## src/rtl/caster_csr_pkg.sv

```systemverilog
// Shared definitions for the caster CSR SPI link: frame layout constants,
// the master state encoding and small helpers used by both ends of the link.
package caster_csr_pkg;

    localparam int CSR_FRAME_BITS = 16;
    localparam int CSR_RW_BIT     = 15;
    localparam int CSR_ADDR_W     = 7;
    localparam int CSR_DATA_W     = 8;

    typedef enum logic [2:0] {
        ST_IDLE,
        ST_SETUP,
        ST_SHIFT,
        ST_HOLD,
        ST_GAP
    } csr_spi_state_t;

    // Assemble the 16-bit frame: R/W flag on top (1 = read), address, then
    // write data, which is forced to zero for reads.
    function automatic logic [CSR_FRAME_BITS-1:0] csrBuildFrame(
        input logic                  isWrite,
        input logic [CSR_ADDR_W-1:0] addr,
        input logic [CSR_DATA_W-1:0] wdata
    );
        return {~isWrite, addr, (isWrite ? wdata : {CSR_DATA_W{1'b0}})};
    endfunction

    // Largest of three integers, used to size the shared CS phase counter.
    function automatic int csrMax3(input int a, input int b, input int c);
        int m;
        m = (a > b) ? a : b;
        return (m > c) ? m : c;
    endfunction

endpackage

```

## src/rtl/dff_sync.sv

```systemverilog
// Multi-flop synchronizer for a single asynchronous input bit.
module dff_sync #(
    parameter int STAGES = 2
) (
    input  logic clk,
    input  logic rst,
    input  logic i_d,
    output logic o_q
);

    logic [STAGES-1:0] r_sync;

    // Shift the asynchronous input through the flop chain toward o_q.
    always_ff @(posedge clk) begin
        if (rst) begin
            r_sync <= '0;
        end else begin
            r_sync <= {r_sync[STAGES-2:0], i_d};
        end
    end

    assign o_q = r_sync[STAGES-1];

endmodule

```

## src/rtl/csr_spi_master.sv

```systemverilog
// SPI mode-0 master issuing one 16-bit register frame (R/W, 7-bit address,
// 8-bit data) per chip-select window toward the caster CSR slave. SCK is a
// slow divided clock so the slave can oversample it in its own domain.
module csr_spi_master
    import caster_csr_pkg::*;
#(
    parameter int CLK_DIV  = 8,
    parameter int CS_SETUP = 4,
    parameter int CS_HOLD  = 4,
    parameter int CS_IDLE  = 4
) (
    input  logic                  clk,
    input  logic                  rst,
    input  logic                  req_valid,
    output logic                  req_ready,
    input  logic                  req_write,
    input  logic [CSR_ADDR_W-1:0] req_addr,
    input  logic [CSR_DATA_W-1:0] req_wdata,
    output logic                  rsp_valid,
    output logic [CSR_DATA_W-1:0] rsp_rdata,
    output logic                  busy,
    output logic                  spi_cs,
    output logic                  spi_sck,
    output logic                  spi_mosi,
    input  logic                  spi_miso
);

    localparam int DIV_W  = $clog2(CLK_DIV);
    localparam int CS_MAX = csrMax3(CS_SETUP, CS_HOLD, CS_IDLE);
    localparam int PH_W   = $clog2(CS_MAX + 1);

    localparam logic [DIV_W-1:0] DIV_LAST   = DIV_W'(CLK_DIV - 1);
    localparam logic [PH_W-1:0]  SETUP_LAST = PH_W'(CS_SETUP - 1);
    localparam logic [PH_W-1:0]  HOLD_LAST  = PH_W'(CS_HOLD - 1);
    localparam logic [PH_W-1:0]  IDLE_LAST  = PH_W'(CS_IDLE - 1);
    localparam logic [3:0]       FIRST_BIT  = 4'(CSR_FRAME_BITS - 1);

    csr_spi_state_t r_state;

    logic [DIV_W-1:0]            r_divCnt;
    logic [PH_W-1:0]             r_phCnt;
    logic [3:0]                  r_bitCnt;
    logic [CSR_FRAME_BITS-2:0]   r_txShift;
    logic [CSR_DATA_W-1:0]       r_rxShift;
    logic                        r_isRead;
    logic                        r_cs;
    logic                        r_sck;
    logic                        r_mosi;
    logic                        r_rspValid;
    logic [CSR_DATA_W-1:0]       r_rspRdata;
    logic                        r_busy;

    logic [CSR_FRAME_BITS-1:0]   w_reqFrame;
    logic                        w_misoSync;

    assign w_reqFrame = csrBuildFrame(req_write, req_addr, req_wdata);

    dff_sync #(
        .STAGES (2)
    ) u_misoSync (
        .clk (clk),
        .rst (rst),
        .i_d (spi_miso),
        .o_q (w_misoSync)
    );

    // Frame sequencer: accepts a request, frames CS around 16 SCK periods,
    // shifts MOSI out and MISO in, then enforces the CS idle gap.
    always_ff @(posedge clk) begin
        if (rst) begin
            r_state    <= ST_IDLE;
            r_divCnt   <= '0;
            r_phCnt    <= '0;
            r_bitCnt   <= '0;
            r_txShift  <= '0;
            r_rxShift  <= '0;
            r_isRead   <= 1'b0;
            r_cs       <= 1'b1;
            r_sck      <= 1'b0;
            r_mosi     <= 1'b0;
            r_rspValid <= 1'b0;
            r_rspRdata <= '0;
            r_busy     <= 1'b0;
        end else begin
            r_rspValid <= 1'b0;
            case (r_state)
                ST_IDLE: begin
                    if (req_valid) begin
                        r_txShift <= w_reqFrame[CSR_FRAME_BITS-2:0];
                        r_mosi    <= w_reqFrame[CSR_RW_BIT];
                        r_isRead  <= ~req_write;
                        r_cs      <= 1'b0;
                        r_sck     <= 1'b0;
                        r_busy    <= 1'b1;
                        r_phCnt   <= '0;
                        r_state   <= ST_SETUP;
                    end
                end
                ST_SETUP: begin
                    if (r_phCnt == SETUP_LAST) begin
                        r_divCnt <= '0;
                        r_bitCnt <= FIRST_BIT;
                        r_state  <= ST_SHIFT;
                    end else begin
                        r_phCnt <= r_phCnt + 1'b1;
                    end
                end
                ST_SHIFT: begin
                    if (r_divCnt != DIV_LAST) begin
                        r_divCnt <= r_divCnt + 1'b1;
                    end else begin
                        r_divCnt <= '0;
                        if (!r_sck) begin
                            r_sck <= 1'b1;
                        end else begin
                            r_sck <= 1'b0;
                            if (r_bitCnt < 4'd8) begin
                                r_rxShift <= {r_rxShift[CSR_DATA_W-2:0], w_misoSync};
                            end
                            if (r_bitCnt == 4'd0) begin
                                r_phCnt <= '0;
                                r_state <= ST_HOLD;
                            end else begin
                                r_bitCnt  <= r_bitCnt - 1'b1;
                                r_mosi    <= r_txShift[CSR_FRAME_BITS-2];
                                r_txShift <= {r_txShift[CSR_FRAME_BITS-3:0], 1'b0};
                            end
                        end
                    end
                end
                ST_HOLD: begin
                    if (r_phCnt == HOLD_LAST) begin
                        r_cs       <= 1'b1;
                        r_mosi     <= 1'b0;
                        r_rspValid <= 1'b1;
                        r_rspRdata <= r_isRead ? r_rxShift : '0;
                        r_phCnt    <= '0;
                        r_state    <= ST_GAP;
                    end else begin
                        r_phCnt <= r_phCnt + 1'b1;
                    end
                end
                ST_GAP: begin
                    if (r_phCnt == IDLE_LAST) begin
                        r_busy  <= 1'b0;
                        r_state <= ST_IDLE;
                    end else begin
                        r_phCnt <= r_phCnt + 1'b1;
                    end
                end
                default: begin
                    r_state <= ST_IDLE;
                end
            endcase
        end
    end

    assign req_ready = (r_state == ST_IDLE);
    assign rsp_valid = r_rspValid;
    assign rsp_rdata = r_rspRdata;
    assign busy      = r_busy;
    assign spi_cs    = r_cs;
    assign spi_sck   = r_sck;
    assign spi_mosi  = r_mosi;

endmodule

```

## config.mk

```make
export PLATFORM = sky130hd
export DESIGN_NAME = csr_spi_master
export DESIGN_NICKNAME = d
export VERILOG_FILES = /design/src/rtl/caster_csr_pkg.sv /design/src/rtl/dff_sync.sv /design/src/rtl/csr_spi_master.sv
export SDC_FILE = /design/constraint.sdc
export NUM_CORES = 1
export LEC_CHECK = 0
export ABC_CLOCK_PERIOD_IN_PS = 1700
export CAP_MARGIN = 5
export CORE_MARGIN = 4
export CORE_UTILIZATION = 40
export DETAILED_ROUTE_END_ITERATION = 12
export PLACE_DENSITY_LB_ADDON = 0.25
export SETUP_SLACK_MARGIN = 0.3
export SLEW_MARGIN = 20
export SYNTH_ARGS = -nofsm -noshare
export SYNTH_HDL_FRONTEND = slang
export SYNTH_SLANG_ARGS = --single-unit
```

## constraint.sdc

```tcl
create_clock -name clk -period 1.7 [get_ports clk]
set_clock_uncertainty 0.15 [all_clocks]
set_input_delay 0.17 -clock clk [delete_from_list [all_inputs] [get_ports clk]]
set_output_delay 0.17 -clock clk [all_outputs]
set_load 0.005 [all_outputs]
```

Word-level counts from Yosys, hierarchy flattened
Cells that the tools add are included.

word-level totals
  flip-flop bits (word level) = 52
  output and inout port bits = 14

cells by class
  add/sub/neg operators = 3
  order comparisons = 1
  equality and inequality tests = 15
  multiplexer cells = 44
  bitwise gates (word level) = 3
  reductions and logical operators = 22

operator list
  operator             number
  $mux 15              4
  $mux 3               14
  $pmux 15 s2          1
  $ne 2x2->1 const B   9
  $mux 4               4
  $mux 8               2
  $pmux 3 s5           1
  $pmux 3 s4           1
  $reduce_and 6->1     2
  $mux 1               11
  $reduce_and 5->1     2
  $eq 3x2->1 const B   3
  $reduce_and 3->1     3
  $pmux 4 s2           1
  $reduce_bool 2->1    4
  $reduce_and 7->1     1
  $add 3x1->3 const B  2
  $pmux 1 s2           3
  $pmux 3 s2           1
  $reduce_and 2->1     3
  $logic_not 4->1      1
  $lt 4x4->1 const B   1
  $reduce_and 4->1     1
  $reduce_bool 4->1    1
  9 further kinds      12

Logic depth before layout (Yosys ltp)
  depth after elaboration = 5
  gate-level depth with buffers = 7

Modules after synthesis
Synthesis repeated with hierarchy kept, for this count alone.

unflattened totals
  cells, all modules = 277
  area, all modules = 2363.5 um2

modules (own cells, without submodules)
  module          instances  cells an instance  area an instance (um2)
  csr_spi_master  1          273                2311.0
  dff_sync        1          4                  52.6

Worst setup path after synthesis
No wires, ideal clock.

  kind = register -> register
  from = reg r_divCnt[0]
  to = reg r_txShift[12]
  setup time = 133 ps
  data arrival time = 1525 ps
  data required time = 1417 ps
  slack = -109 ps
  stages on the path, launching flop included = 8
  buffers on the path = 2
  clock period less this slack = 1809 ps
  cells stage by stage = dfxtp_1 ha_1 ha_1 nand3_1 a211oi_1 buf_2 buf_2 a311oi_1

on the way
  cells in the longest elaborated chain, start to end = 3

ends and longest elaborated chain
  element                     line                   source
  from (decl)                 csr_spi_master.sv:40   logic [DIV_W-1:0] r_divCnt;
  from (signal assigned)      csr_spi_master.sv:110  r_divCnt <= r_divCnt + 1'b1;
  $ne 3x3->1                  csr_spi_master.sv:109  if (r_divCnt != DIV_LAST) begin
  $ne 2x2->1 (no line)        --
  $reduce_and 5->1 (no line)  --
  to (signal assigned)        csr_spi_master.sv:89   r_txShift <= w_reqFrame[CSR_FRAME_BITS-2:0];
  to (signal assigned)        csr_spi_master.sv:126  r_txShift <= {r_txShift[CSR_FRAME_BITS-3:0], 1'b0};
  to (decl)                   csr_spi_master.sv:43   logic [CSR_FRAME_BITS-2:0] r_txShift;

Every way passes these cells.
A chain may end at the register's enable or synchronous reset.

Worst setup path after layout
  from = reg r_bitCnt[1]
  to = reg r_txShift[0]

on the way
  cells in the longest elaborated chain, start to end = 3

ends and longest elaborated chain
  element                     line                   source
  from (decl)                 csr_spi_master.sv:42   logic [3:0] r_bitCnt;
  from (signal assigned)      csr_spi_master.sv:124  r_bitCnt <= r_bitCnt - 1'b1;
  $logic_not 4->1             csr_spi_master.sv:120  if (r_bitCnt == 4'd0) begin
  $ne 2x2->1 (no line)        --
  $reduce_and 5->1 (no line)  --

Every way passes these cells.

==> run metrics <==
Register Area=0.00107 sq mm; WS Path Type=register to register; total track usage=19.0%; CP required=1.79 ns; Max Fclk=527 MHz; status=complete, but fails checks; area grow syn2layout=66.9%; Final Non-Filler Cells=436; pin count of the biggest net entering global routing=32; Netlist Area Pre-Place=0.00237 sq mm; largest area contributor in the netlist=dfxtp_1; number of DRC markers in iteration 0=94; Die W=85.0 um; max_slew headroom=61.9%; Mapped Cells=281; nets=390; DR top layer=met4; PD cells=612 mW/mm^2; Worst-Skew Late Latency=0.31 ns; vias in the first global route=2,386; Cell variety after synth=42; Static Leak=1.52 nW; initial antenna violation count=0; Net Sw Power=0.652 mW; Max Cap Viol=0; sequential-to-total area share from yosys stat=43.9%; Num CTS Buffers=5; worst slack, placed=-0.199 ns; Top FF cell, synth=dfxtp_1; Crit. End Element=register; max-slew violations=0; async set-reset flop share out of synthesis=0%; critical path startpoint category=register; ant diodes=0; met3 wire length=256 um; port bufs=33; Sw Ratio=26.9%; Routed met1 length=3.02 mm; GPL Wtd Cong=0.771; htree depth=2; CTS tree=built; worst hold path class=primary input to register; period utilization=112%; antenna-violating nets left=0; Clock Tree Buf Depth=2; VDD IR-drop max=0.314 mV; Synth Warn #=0; setup ws final=-0.198 ns; WL per Instance=16.2 um; starting density of the core=42.0%; first-pass GRT wire length=11.3 mm; RSZ-0062 raised after global routing=yes; CTS Root Cell=clkbuf_8; Die ar.=0.00722 sq mm; Setup-failing EPs final=30; Post-Syn Nets=308; Final Hold Viols=0; row count=27; # fillers=398; Multi-input gate area=0.00175 sq mm; Clock Sinks=52; detailed placer's ending HPWL=3.96 mm; DIE HEIGHT=85.0 um; Yosys top cell area share=43.9%; post-DR vias/cell=5.48; Tmin final=1.90 ns; Routed met2 length=3.57 mm; DR pass1 iterations=4; critical path arrival=1.99 ns; Power Internal=1.77 mW; Congestion Overflow GR=0; CP max FO=7; Worst Max-Slew Pin Slew=0.571 ns; failing checks=negative setup slack; # IOs=34; clk slew on worst S/H paths=0.10 ns; Synth Area per Inst=8.44 sq um; drt total wl=7.06 mm; share of cells above drive strength 1=48.9%; Combinational Power Share=15.3%; core area=0.00564 sq mm; Placed Cells=402; vias post-DR=2,390; Flop pwr share=53.6%; #FFs+latches synth=52; EDFF count, synth=0; Synth area leaders=dfxtp_1 (44%), nand2_1 (6.6%), nor2_1 (5.9%); # DRC=0; Clk pwr share=31.1%
-- cell type report --
| cell class | instances | share of cell area, % |
|---|---|---|
| clock buffer | 5 | 1.74 |
| tap | 72 | 2.28 |
| timing repair buffer | 94 | 23.6 |
| sequential | 52 | 27.0 |
| multi-input combinational | 206 | 44.2 |
| inverter | 4 | 0.379 |
| clock inverter | 3 | 0.696 |
-- cells in the mapped netlist, types with 3 or more instances --
cell,n
mux2i_1,10
nand3_1,19
clkbuf_1,12
nand2_1,42
a21oi_1,20
inv_1,4
buf_2,5
nor2_1,37
a311oi_1,15
nor3_1,7
ha_1,7
dfxtp_1,52
nor2b_1,7
o22ai_1,3
nand2b_1,5
-- power groups by stage --
stage | Sequential [mW] | Clock (mW) | Combinational (mW)
after floorplan | 1.31 | 0 | 0.144
after global placement | 1.31 | 0 | 0.242
after detailed placement | 1.31 | 0 | 0.247
after CTS | 1.29 | 0.771 | 0.330
after global routing | 1.30 | 0.827 | 0.395
final | 1.30 | 0.754 | 0.369
-- critical path: stages (launching register included) --
cell and delay, ns:
dfxtp_2 0.34, inv_2 0.06, ha_4 0.14, nor4bb_4 0.37, a211oi_4 0.10, buf_4 0.15
buf_6 0.11, buf_16 0.13, nand2b_1 0.13, a21oi_1 0.14
-- state kept, by name, indices dropped and copies added, names as in the netlist --
register           cells
r_bitCnt               4
r_divCnt               3
busy                   1
r_rxShift              8
spi_cs                 1
r_txShift             15
rsp_valid              1
u_misoSync.r_sync      2
r_state                3
spi_mosi               1
r_phCnt                3
rsp_rdata              8
r_isRead               1
spi_sck                1
-- metrics by stage --
step	utilization (%)	total power, mW	hold slack, ns	cell area [sq um]	setup TNS [ns]
finish	70.1	2.42	0.150	3960	-3.44
global route	70.1	2.52	0.177	3960	-5.89
CTS	66.8	2.39	0.139	3770	-1.84
detailed placement	54.1	1.56	0.296	3050	-3.55
global placement	54.1	1.56	0.278	3050	-2.09
floorplan	-	1.45	0.148	2440	-1.32
-- layer usage --
layer	vias up	GRT usage (%)
li1	1161	-
met1	1155	22.4
met2	54	34.0
met3	20	4.08
met4	0	6.19
met5	-	0
-- cell families (layout without fill, tap and decap cells) --
kind of cell,count (synthesis),count (layout),synth area share (%)
AND/OR/NAND/NOR,133,133,26.7
AO/OA/AOI/OAI,54,54,16.3
flip-flops,52,52,43.9
buffers and inverters,23,106,4.38
multiplexers,11,11,4.70
adder cells (fa/ha/maj),7,7,3.69
XOR/XNOR,1,1,0.369
-- path summary, 6_finish.rpt --
check / from / end / slack, ns / cells past startpoint
hold / removal: rst / busy / 0.15 / 2
setup reg to reg: r_bitCnt[1] / r_txShift[0] / -0.20 / 9
hold reg to reg: rsp_rdata[2] / rsp_rdata[2] / 0.32 / 2
setup / recovery: r_bitCnt[1] / r_txShift[0] / -0.20 / 9
-- cell usage in the layout, fill, tap and decap left out, drive strengths merged, types with 3 or more instances in the layout --
cell type / count
a21oi: 20
nor2b: 7
buf: 62
o22ai: 3
mux2i: 10
nand3: 19
dlygate4sd2: 12
nand2: 42
ha: 7
inv: 5
clkbuf: 5
nand2b: 5
clkdlybuf4s50: 18
nor2: 37
a311oi: 15
nor3: 8
dfxtp: 52
-- repair_timing --
action / 4_1_cts / 5_1_grt
hold buffers: 0 / 0
resized for setup: 128 / 38
setup buffers: 21 / 3
pin swaps: 52 / 21
setup endpoints to repair: 63 / 51
gates cloned: 2 / 0
Note: power is estimated with default switching activity, not from simulation.
